==> src/rtl/hamming_cam_engine_if.sv <==
// Bundled write, search-request and response ports of the Hamming CAM engine.
// The bench drives the master side; the engine sits on the slave side.
interface hamming_cam_engine_if #(
   parameter int WIDTH = 16,
   parameter int BANKS = 4,
   parameter int DEPTH = 16
);
   localparam int N  = BANKS * DEPTH;
   localparam int AW = $clog2(N);
   localparam int DW = $clog2(WIDTH + 1);
   localparam int CW = $clog2(N + 1);

   logic             wr_en;
   logic             wr_ready;
   logic [AW-1:0]    wr_addr;
   logic [WIDTH-1:0] wr_data;
   logic             wr_keep;
   logic             clr_all;
   logic             req_valid;
   logic             req_ready;
   logic [WIDTH-1:0] req_key;
   logic [DW-1:0]    req_thresh;
   logic             rsp_valid;
   logic             rsp_ready;
   logic             rsp_hit;
   logic [AW-1:0]    rsp_addr;
   logic [DW-1:0]    rsp_dist;
   logic [DW-1:0]    rsp_conf;
   logic [CW-1:0]    rsp_count;
   logic             busy;

   modport master (
      output wr_en, wr_addr, wr_data, wr_keep, clr_all,
      output req_valid, req_key, req_thresh, rsp_ready,
      input  wr_ready, req_ready, rsp_valid, rsp_hit, rsp_addr,
      input  rsp_dist, rsp_conf, rsp_count, busy
   );

   modport slave (
      input  wr_en, wr_addr, wr_data, wr_keep, clr_all,
      input  req_valid, req_key, req_thresh, rsp_ready,
      output wr_ready, req_ready, rsp_valid, rsp_hit, rsp_addr,
      output rsp_dist, rsp_conf, rsp_count, busy
   );
endinterface

==> src/rtl/hamming_cam_engine.sv <==
// Hamming-distance CAM: stores BANKS*DEPTH patterns and scans one row of every bank
// per cycle, reporting the nearest valid entry, its distance/confidence and a hit count.
module hamming_cam_engine #(
   parameter int WIDTH = 16,
   parameter int BANKS = 4,
   parameter int DEPTH = 16
) (
   input logic                clk,
   input logic                rst_n,
   hamming_cam_engine_if.slave bus
);
   localparam int N  = BANKS * DEPTH;
   localparam int AW = $clog2(N);
   localparam int DW = $clog2(WIDTH + 1);
   localparam int CW = $clog2(N + 1);
   localparam int BW = $clog2(BANKS);
   localparam int RW = $clog2(DEPTH);

   typedef enum logic [1:0] {IDLE, SCAN, DONE} state_t;

   state_t           state;
   state_t           state_next;

   logic [WIDTH-1:0] mem [BANKS][DEPTH];
   logic [N-1:0]     valid;

   logic [WIDTH-1:0] key;
   logic [DW-1:0]    thresh;
   logic [RW-1:0]    row;
   logic             found;
   logic [AW-1:0]    best_addr;
   logic [DW-1:0]    best_dist;
   logic [CW-1:0]    count;

   logic             found_n;
   logic [AW-1:0]    best_addr_n;
   logic [DW-1:0]    best_dist_n;
   logic [CW-1:0]    count_n;

   logic [DW-1:0]    row_dist [BANKS];
   logic [AW-1:0]    row_addr [BANKS];

   logic             rsp_hit_q;
   logic [AW-1:0]    rsp_addr_q;
   logic [DW-1:0]    rsp_dist_q;
   logic [DW-1:0]    rsp_conf_q;
   logic [CW-1:0]    rsp_count_q;

   logic             in_idle;
   logic             accept;
   logic             last_row;
   logic [BW-1:0]    wr_bank;
   logic [RW-1:0]    wr_row;

   function automatic logic [DW-1:0] popcount(input logic [WIDTH-1:0] v);
      logic [DW-1:0] c;
      c = '0;
      for (int i = 0; i < WIDTH; i++) c = c + DW'(v[i]);
      return c;
   endfunction

   assign in_idle  = (state == IDLE);
   assign accept   = in_idle && bus.req_valid;
   assign last_row = (row == RW'(DEPTH - 1));
   assign wr_bank  = bus.wr_addr[BW-1:0];
   assign wr_row   = bus.wr_addr[AW-1:BW];

   always_ff @(posedge clk) begin
      if (!rst_n) state <= IDLE;
      else        state <= state_next;
   end

   always_comb begin
      state_next = state;
      case (state)
         IDLE:    if (bus.req_valid) state_next = SCAN;
         SCAN:    if (last_row)      state_next = DONE;
         DONE:    if (bus.rsp_ready) state_next = IDLE;
         default: state_next = IDLE;
      endcase
   end

   always_comb begin
      bus.wr_ready  = in_idle;
      bus.req_ready = in_idle;
      bus.rsp_valid = (state == DONE);
      bus.busy      = !in_idle;
   end

   // clr_all beats a same-cycle write, so the pattern store is left untouched then too.
   always_ff @(posedge clk) begin
      if (rst_n && in_idle && bus.wr_en && bus.wr_keep && !bus.clr_all)
         mem[wr_bank][wr_row] <= bus.wr_data;
   end

   always_ff @(posedge clk) begin
      if (!rst_n)                     valid <= '0;
      else if (in_idle && bus.clr_all) valid <= '0;
      else if (in_idle && bus.wr_en)   valid[bus.wr_addr] <= bus.wr_keep;
   end

   always_comb begin
      for (int b = 0; b < BANKS; b++) begin
         row_dist[b] = popcount(key ^ mem[b][row]);
         row_addr[b] = {row, BW'(b)};
      end
   end

   // Banks are visited in ascending address order with a strict compare, so ties keep the lowest address.
   always_comb begin
      found_n     = found;
      best_addr_n = best_addr;
      best_dist_n = best_dist;
      count_n     = count;
      for (int b = 0; b < BANKS; b++) begin
         if (valid[row_addr[b]]) begin
            if (!found_n || row_dist[b] < best_dist_n) begin
               found_n     = 1'b1;
               best_addr_n = row_addr[b];
               best_dist_n = row_dist[b];
            end
            if (row_dist[b] <= thresh) count_n = count_n + CW'(1);
         end
      end
   end

   always_ff @(posedge clk) begin
      if (!rst_n) begin
         key         <= '0;
         thresh      <= '0;
         row         <= '0;
         found       <= 1'b0;
         best_addr   <= '0;
         best_dist   <= '1;
         count       <= '0;
         rsp_hit_q   <= 1'b0;
         rsp_addr_q  <= '0;
         rsp_dist_q  <= '0;
         rsp_conf_q  <= '0;
         rsp_count_q <= '0;
      end else if (accept) begin
         key       <= bus.req_key;
         thresh    <= bus.req_thresh;
         row       <= '0;
         found     <= 1'b0;
         best_addr <= '0;
         best_dist <= '1;
         count     <= '0;
      end else if (state == SCAN) begin
         row       <= row + RW'(1);
         found     <= found_n;
         best_addr <= best_addr_n;
         best_dist <= best_dist_n;
         count     <= count_n;
         if (last_row) begin
            rsp_hit_q   <= found_n && (best_dist_n <= thresh);
            rsp_addr_q  <= found_n ? best_addr_n : '0;
            rsp_dist_q  <= found_n ? best_dist_n : '1;
            rsp_conf_q  <= found_n ? (DW'(WIDTH) - best_dist_n) : '0;
            rsp_count_q <= count_n;
         end
      end
   end

   assign bus.rsp_hit   = rsp_hit_q;
   assign bus.rsp_addr  = rsp_addr_q;
   assign bus.rsp_dist  = rsp_dist_q;
   assign bus.rsp_conf  = rsp_conf_q;
   assign bus.rsp_count = rsp_count_q;
endmodule

==> src/flat_wrapper.sv <==
// flat-port wrapper written by rule: the top's interface ports become plain ports
module hamming_cam_engine_flat 
#(
   parameter int WIDTH = 16,
   parameter int BANKS = 4,
   parameter int DEPTH = 16
)
  (clk, rst_n, bus_wr_en, bus_wr_addr, bus_wr_data, bus_wr_keep, bus_clr_all, bus_req_valid, bus_req_key, bus_req_thresh, bus_rsp_ready, bus_wr_ready, bus_req_ready, bus_rsp_valid, bus_rsp_hit, bus_rsp_addr, bus_rsp_dist, bus_rsp_conf, bus_rsp_count, bus_busy);
  hamming_cam_engine_if #(.WIDTH(WIDTH), .BANKS(BANKS), .DEPTH(DEPTH)) bus_i ();
  input logic clk;
  input logic rst_n;
  input wire logic [$bits(bus_i.wr_en)-1:0] bus_wr_en;
  input wire logic [$bits(bus_i.wr_addr)-1:0] bus_wr_addr;
  input wire logic [$bits(bus_i.wr_data)-1:0] bus_wr_data;
  input wire logic [$bits(bus_i.wr_keep)-1:0] bus_wr_keep;
  input wire logic [$bits(bus_i.clr_all)-1:0] bus_clr_all;
  input wire logic [$bits(bus_i.req_valid)-1:0] bus_req_valid;
  input wire logic [$bits(bus_i.req_key)-1:0] bus_req_key;
  input wire logic [$bits(bus_i.req_thresh)-1:0] bus_req_thresh;
  input wire logic [$bits(bus_i.rsp_ready)-1:0] bus_rsp_ready;
  output wire logic [$bits(bus_i.wr_ready)-1:0] bus_wr_ready;
  output wire logic [$bits(bus_i.req_ready)-1:0] bus_req_ready;
  output wire logic [$bits(bus_i.rsp_valid)-1:0] bus_rsp_valid;
  output wire logic [$bits(bus_i.rsp_hit)-1:0] bus_rsp_hit;
  output wire logic [$bits(bus_i.rsp_addr)-1:0] bus_rsp_addr;
  output wire logic [$bits(bus_i.rsp_dist)-1:0] bus_rsp_dist;
  output wire logic [$bits(bus_i.rsp_conf)-1:0] bus_rsp_conf;
  output wire logic [$bits(bus_i.rsp_count)-1:0] bus_rsp_count;
  output wire logic [$bits(bus_i.busy)-1:0] bus_busy;
  assign bus_i.wr_en = bus_wr_en;
  assign bus_i.wr_addr = bus_wr_addr;
  assign bus_i.wr_data = bus_wr_data;
  assign bus_i.wr_keep = bus_wr_keep;
  assign bus_i.clr_all = bus_clr_all;
  assign bus_i.req_valid = bus_req_valid;
  assign bus_i.req_key = bus_req_key;
  assign bus_i.req_thresh = bus_req_thresh;
  assign bus_i.rsp_ready = bus_rsp_ready;
  assign bus_wr_ready = bus_i.wr_ready;
  assign bus_req_ready = bus_i.req_ready;
  assign bus_rsp_valid = bus_i.rsp_valid;
  assign bus_rsp_hit = bus_i.rsp_hit;
  assign bus_rsp_addr = bus_i.rsp_addr;
  assign bus_rsp_dist = bus_i.rsp_dist;
  assign bus_rsp_conf = bus_i.rsp_conf;
  assign bus_rsp_count = bus_i.rsp_count;
  assign bus_busy = bus_i.busy;
  hamming_cam_engine #(.WIDTH(WIDTH), .BANKS(BANKS), .DEPTH(DEPTH)) u_core (.clk(clk), .rst_n(rst_n), .bus(bus_i));
endmodule
==> config.mk <==
export PLATFORM = sky130hd
export DESIGN_NAME = hamming_cam_engine_flat
export DESIGN_NICKNAME = d
export VERILOG_FILES = /design/src/rtl/hamming_cam_engine_if.sv /design/src/rtl/hamming_cam_engine.sv /design/src/flat_wrapper.sv
export SDC_FILE = /design/constraint.sdc
export NUM_CORES = 1
export LEC_CHECK = 0
export BUFFER_PORTS_ARGS = -buffer_cell sky130_fd_sc_hd__buf_2
export CAP_MARGIN = 20
export CORE_ASPECT_RATIO = 1.4
export CORE_MARGIN = 4
export CORE_UTILIZATION = 63
export DETAILED_ROUTE_END_ITERATION = 12
export PLACE_DENSITY = 0.77
export SYNTH_ARGS = -nofsm -noshare
export SYNTH_HDL_FRONTEND = slang
export SYNTH_SLANG_ARGS = --single-unit
==> constraint.sdc <==
create_clock -name clk -period 15.45 [get_ports clk]
set_clock_uncertainty 0.1 [all_clocks]
set_input_delay 0.7725 -clock clk [delete_from_list [all_inputs] [get_ports clk]]
set_output_delay 0.7725 -clock clk [all_outputs]
set_load 0.01 [all_outputs]
* Yosys cells after proc, flatten, opt, wreduce, memory -nomap -nowiden *
Memory sizes are Yosys's and may differ from the RTL's.
Cells that the tools add are included.

cells by class
  bitwise operators = 8
  reduce and logical (&&, ||, !) cells = 25
  order comparisons = 18
  add/subtract/negate cells = 66
  multiplexer cells = 66
  equality and inequality tests = 6

operators by type and width
  kind                                                                                  number
  5-bit by 1-bit adder with 5-bit output                                                56
  16-bit binary-select mux with 4-bit select                                            4
  256-bit 2-to-1 mux                                                                    1
  16-bit 2-to-1 mux                                                                     9
  64-bit bitwise mux                                                                    1
  16-bit demux with 4-bit select                                                        1
  16-bit XOR                                                                            4
  7-bit 2-to-1 mux                                                                      8
  6-bit 2-to-1 mux                                                                      9
  5-bit 2-to-1 mux                                                                      10
  6-bit by 7-bit less-than comparator with 1-bit output (second input constant)         5
  7-bit by 1-bit adder with 7-bit output (second input constant)                        4
  5-bit <= comparator                                                                   5
  5-bit less-than comparator                                                            4
  1-bit binary-select mux with 4-bit select                                             4
  1-bit 2-to-1 mux                                                                      14
  5-bit greater-or-equal comparator (second input constant)                             2
  1-bit logical AND                                                                     10
  4-bit NOT with 5-bit output                                                           2
  1-bit by 1-bit adder with 2-bit output                                                4
  1-bit demux with 6-bit select                                                         1
  6-bit by 1-bit greater-or-equal comparator with 1-bit output (second input constant)  1
  1-bit logical NOT                                                                     6
  2-bit 2-to-1 mux                                                                      3
  other kinds (14)                                                                      21

word-level totals
  memories = 1
  logic and storage cells = 204
  output and inout bits = 28
  RAM bits = 1,024
  register bits after elaboration = 134
  input port bits = 50

memories
  name        depth  width  read ports  clocked after Yosys merged registers in  write ports  RTL line                  RTL
  u_core.mem  4      256    4           0                                        1            hamming_cam_engine.sv:24  logic [WIDTH-1:0] mem [BANKS][DEPTH];

* Depth between registers and ports, before layout *
  depth in word-level cells = 38
  gate-level depth with buffers = 65
  depth with buffers taken out = 58

* Worst setup path after synthesis *
No wires, ideal clock.

  path type = reg-to-reg
  from = reg u_core.row[0]
  to = reg u_core.rsp_hit_q (netlist: u_core.bus.rsp_hit)
  data required time = 15.285 ns
  slack = 1.774 ns
  buffers on the path = 6
  period minus slack after synthesis = 13.676 ns
  setup time = 0.065 ns
  data arrival time = 13.511 ns
  stages on the path, launching flop included = 61
  cell sequence = dfxtp_1 -> buf_4 -> buf_2 -> clkbuf_1 -> buf_1 -> mux4_2 -> mux4_2 -> xor2_1 -> ha_1 -> fa_1 -> fa_1 -> fa_1 -> fa_1 -> inv_1 -> fa_1 -> fa_1 -> xnor2_1 -> ha_1 -> [25 not listed] -> nor2_1 -> nor2_1 -> nand2_1 -> a21bo_2 -> a41oi_2 -> buf_2 -> mux2_2 -> inv_1 -> ha_1 -> nor2b_1 -> o21a_1 -> o21ai_0 -> nand2b_1 -> a21oi_1 -> a31oi_1 -> nor3_1 -> a21oi_1 -> nor2_1

between the ends
  word-level cells in the longest chain between the ends = 38
  elaborated cells on any way between the ends = 116
  classes of those cells = add/sub: 60; order compare: 5; eq/ne: 1; mux: 36; bitwise: 5; reduce/logical: 9

ends and longest elaborated chain
  item                                                                    RTL line                   RTL
  from (decl)                                                             hamming_cam_engine.sv:29   logic [RW-1:0] row;
  from (signal assigned)                                                  hamming_cam_engine.sv:150  row <= row + RW'(1);
  4-bit NOT with 5-bit output (not written as such)                       hamming_cam_engine.sv:104  row_dist[b] = popcount(key ^ mem[b][row]);
  16-bit binary-select mux with 4-bit select                              hamming_cam_engine.sv:104
  16-bit 2-to-1 mux (not written as such) (2 in series)                   hamming_cam_engine.sv:104
  16-bit XOR                                                              hamming_cam_engine.sv:104
  1-bit by 1-bit adder with 2-bit output                                  hamming_cam_engine.sv:58   for (int i = 0; i < WIDTH; i++) c = c + DW'(v[i]);
  5-bit by 1-bit adder with 5-bit output (14 in series)                   hamming_cam_engine.sv:58
  5-bit less-than comparator                                              hamming_cam_engine.sv:117  if (!found_n || row_dist[b] < best_dist_n) begin
  1-bit logical OR                                                        hamming_cam_engine.sv:117
  [9 not listed]                                                          -
  5-bit 2-to-1 mux / 1-bit 2-to-1 mux (equally long branches)             hamming_cam_engine.sv:116  if (valid[row_addr[b]]) begin
  5-bit less-than comparator / 1-bit logical NOT (equally long branches)  hamming_cam_engine.sv:117
  1-bit logical OR                                                        hamming_cam_engine.sv:117
  5-bit 2-to-1 mux                                                        hamming_cam_engine.sv:117
  5-bit 2-to-1 mux *                                                      hamming_cam_engine.sv:116
  via u_core.best_dist_n[1]                                               hamming_cam_engine.sv:37   logic [DW-1:0] best_dist_n;
  5-bit <= comparator *                                                   hamming_cam_engine.sv:156  rsp_hit_q <= found_n && (best_dist_n <= thresh);
  1-bit logical AND *                                                     hamming_cam_engine.sv:156
  to (signal assigned)                                                    hamming_cam_engine.sv:156
  to (decl)                                                               hamming_cam_engine.sv:43   logic rsp_hit_q;

The timed path passes the listed nets; every way through them passes the cells marked *. The select of a mux whose other input is x is not followed.
A chain may end at the register's enable or synchronous reset.

* Worst setup path after layout *
Ends and elaborated chain as after synthesis.

==> results.md <==
- CTS Hold Buffers Added: 0
- CP arrival: 15,000 ps
- Residual DRC: 0
- Commonest register cell after synthesis: edfxtp_1
- H-tree depth: 3
- Core Util, Final: 0.709
- Vias in the first global route: 27,600
- First DRT Iteration DRCs: approximately 3,300
- Final Cycle Share: 0.939
- Status: completed
- DR vias: 26,900
- Post-synthesis async set-or-reset flop share: 0
- Max-cap check violation count: 0
- Die Area: 0.0819 mm²
- Slew HR: 0.246
- CP most frequent cell: fa_1
- Antenna violations before repair: 0
- Final setup vio count: 0
- Fin. max-slew vios: 0
- Min-delay worst type: primary input to register
- Static leakage: 0.0177 µW
- Pint: 5510 µW
- Post-DP HPWL: around 73,000 µm
- Initial core utilization: 0.636
- Largest area contributor in the netlist: edfxtp_1
- Clk Latency, worst-skew pair: 690 ps
- Synthesized netlist cell count: around 2,700
- Port buffer count: 77
- Layout cells sized above 1: 0.246
- Max Clk Rate: 69.0 MHz
- # rows: 120
- Via-to-Cell Ratio: 6.85
- Num CTS Buffers: just over 100
- Synth Cell Area: 0.0487 mm²
- CTS tree: yes
- Combinational power share: 0.207
- Final #Nets: slightly above 3,000
- Seq/Total Area, Yosys: 0.686
- Critical Path End Type: register
- Wire per inst: 31.8 µm
- Routed wire length: between 100,000 and 150,000 µm
- Fin Setup TNS: 0 ps
- Avg Inst Size Synth: approximately 18 µm²
- CTS max path bufs: 3
- Sequential Power Share: 0.448
- Critical Path Source Type: register
- IO Pins: 78
- Yosys cell types: roughly 70
- Top cell type's share of synthesized area: 0.631
- Peak supply drop: 0.111 mV
- Worst path slowest cell: dfxtp_4
- Area delta synth->final: 11.4%
- Grt total ovfl: 0
- Flops & latches, synth: approximately 1,200
- Slew @ Worst Pin: 1130 ps
- Critical path type: register to register
- First-pass GRT wire length: 184,000 µm
- Hold Vio Cnt, Final: 0
- CTS root buffer: clkbuf_16
- Switching share of total power: 0.278
- P_sw: 2120 µW
- Die Width: around 240 µm
- Layout fillers: 4,488
- Net count after synthesis: 2,877
- Final Wtd Congestion: 0.906
- Synth warn: 0
- Ranking of synthesized cells by area: edfxtp_1, mux4_2, dfxtp_1
- Largest net degree at the start of global routing: 95
- Minimum clock period: 14,500 ps
- CP max FO: 19
- Tot GR Track Use: 0.310
- CTS clk-pin slew, worst paths: 70 ps
- Multi-input logic area: ~0.014 mm²
- Clock sink total: 1,158
- Pre-antenna DRT Iters: 6
- Die span in y: 337 µm
- Power Density: about 140 mW/mm²
- WP data required: between 15,000 and 20,000 ps
- Register Area: 0.0334 mm²
- Crit path largest cell delay: 620 ps
- EDFF count, synth: 1,024
- Clock power frac: 0.346
- Area of the core: around 0.077 mm²
- RSZ-0062 raised after global routing: false
- Post-route ant nets: 0
## area by class of cell
cell class / count / share of cell area
Sequential cell: 1158 / 0.616
Multi-Input combinational cell: 1335 / 0.266
Clock buffer: 121 / 0.0503
Timing Repair Buffer: 197 / 0.0268
Tap cell: 976 / 0.0225
Clock inverter: 68 / 0.0134
Inverter: 67 / 0.00466
Antenna cell: 1 / 0.0000461
## metrics by stage
stage	hold WS (ps)	total power (µW)	std cells	setup slack [ps]	area (µm²)
final	239	7630	3923	949	54300
after floorplan	332	4470	2720	1770	48700
after detailed placement	344	5000	3721	936	50600
after global routing	239	7940	3922	69.0	54300
after global placement	339	4930	3721	1280	50600
after CTS	201	7620	3910	893	54000
## cell families after synthesis
logic type,share of synthesized area
buffers and inverters,0.0183
DFF,0.686
AOI/OAI and AO/OA,0.0338
xor gates and xnor gates,0.0169
muxes,0.167
and+or+nand+nor,0.0440
adders and majority gates,0.0337
## repair_timing
action,in CTS,in global routing
gates resized for setup,0,1
buffers inserted,0,1
endpoints found under the hold margin,0,0
setup endpoints to repair,0,1
## critical path, delay by kind of cell (launching register included)
kind / cells / cell delay, ps
buffers and inverters: 4 / 570
AND/OR/NAND/NOR: 10 / 1720
XOR/XNOR: 2 / 470
AO/OA/AOI/OAI: 20 / 3990
multiplexers: 6 / 2610
flip-flops: 1 / 620
adder cells (fa/ha/maj): 11 / 4330
## Yosys cell counts, drive strengths merged, types with 15 or more instances
master	n
xnor2	37
buf	65
xor2	52
clkbuf	95
mux2i	44
fa	40
dfxtp	134
nor2b	23
nand2b	15
mux4	335
inv	66
a21o	16
ha	67
nor2	146
nand4	21
o21ai	72
nand3	52
nor3	22
a21oi	108
edfxtp	1024
nand2	164
## layout by cell type (no fill, tap or decap), types with 10 or more instances in the layout
cell / n
a21o_1: 16
buf_2: 77
a21oi_1: 108
nand2b_1: 15
mux4_2: 332
clkbuf_16: 107
nor2b_1: 23
xor2_1: 52
clkinv_1: 20
o21ai_0: 70
and2_1: 10
buf_4: 105
clkinv_2: 11
buf_12: 11
nor2_1: 142
nand4_1: 21
o21a_1: 11
dfxtp_1: 130
clkinvlp_4: 12
xnor2_1: 37
o211ai_1: 10
mux2i_1: 44
nand3_1: 52
edfxtp_1: 1024
bufinv_16: 13
fa_1: 40
inv_1: 66
ha_1: 67
clkbuf_1: 14
nor3_1: 13
nand2_1: 162
## layer usage
layer	routed length [µm]	vias up	track usage
met5	0	-	0
met4	6930	0	0.156
met2	64100	1708	0.529
met3	11400	338	0.0539
met1	42200	13800	0.388
li1	-	11000	-
## sequential cells by signal, summed over array words and instances (netlist names), 5 cells and up
register,flops
u_core.count,7
u_core.bus.rsp_dist,5
u_core.best_addr,6
u_core.best_dist,5
u_core.key,16
u_core.valid,64
u_core.thresh,5
u_core.bus.rsp_count,7
u_core.bus.rsp_addr,6
u_core.mem,1024
u_core.bus.rsp_conf,5
## worst paths after layout
path               startpoint            endpoint  slack, ps  cells after the start
max             u_core.row[0]  u_core.bus.rsp_hit        950                     53
max reg2reg     u_core.row[0]  u_core.bus.rsp_hit        950                     53
min reg2reg  u_core.valid[18]    u_core.valid[18]        350                      2
min            bus_req_key[1]       u_core.key[1]        240                      3
## power groups by stage
stage / registers (µW) / clock network, µW / logic (µW)
CTS: 3420 / 2660 / 1550
finish: 3410 / 2640 / 1580
floorplan: 3480 / 0 / 990
global route: 3410 / 2800 / 1720
global placement: 3480 / 0 / 1450
detailed placement: 3490 / 0 / 1510
Power figures use the tool's default switching activity.
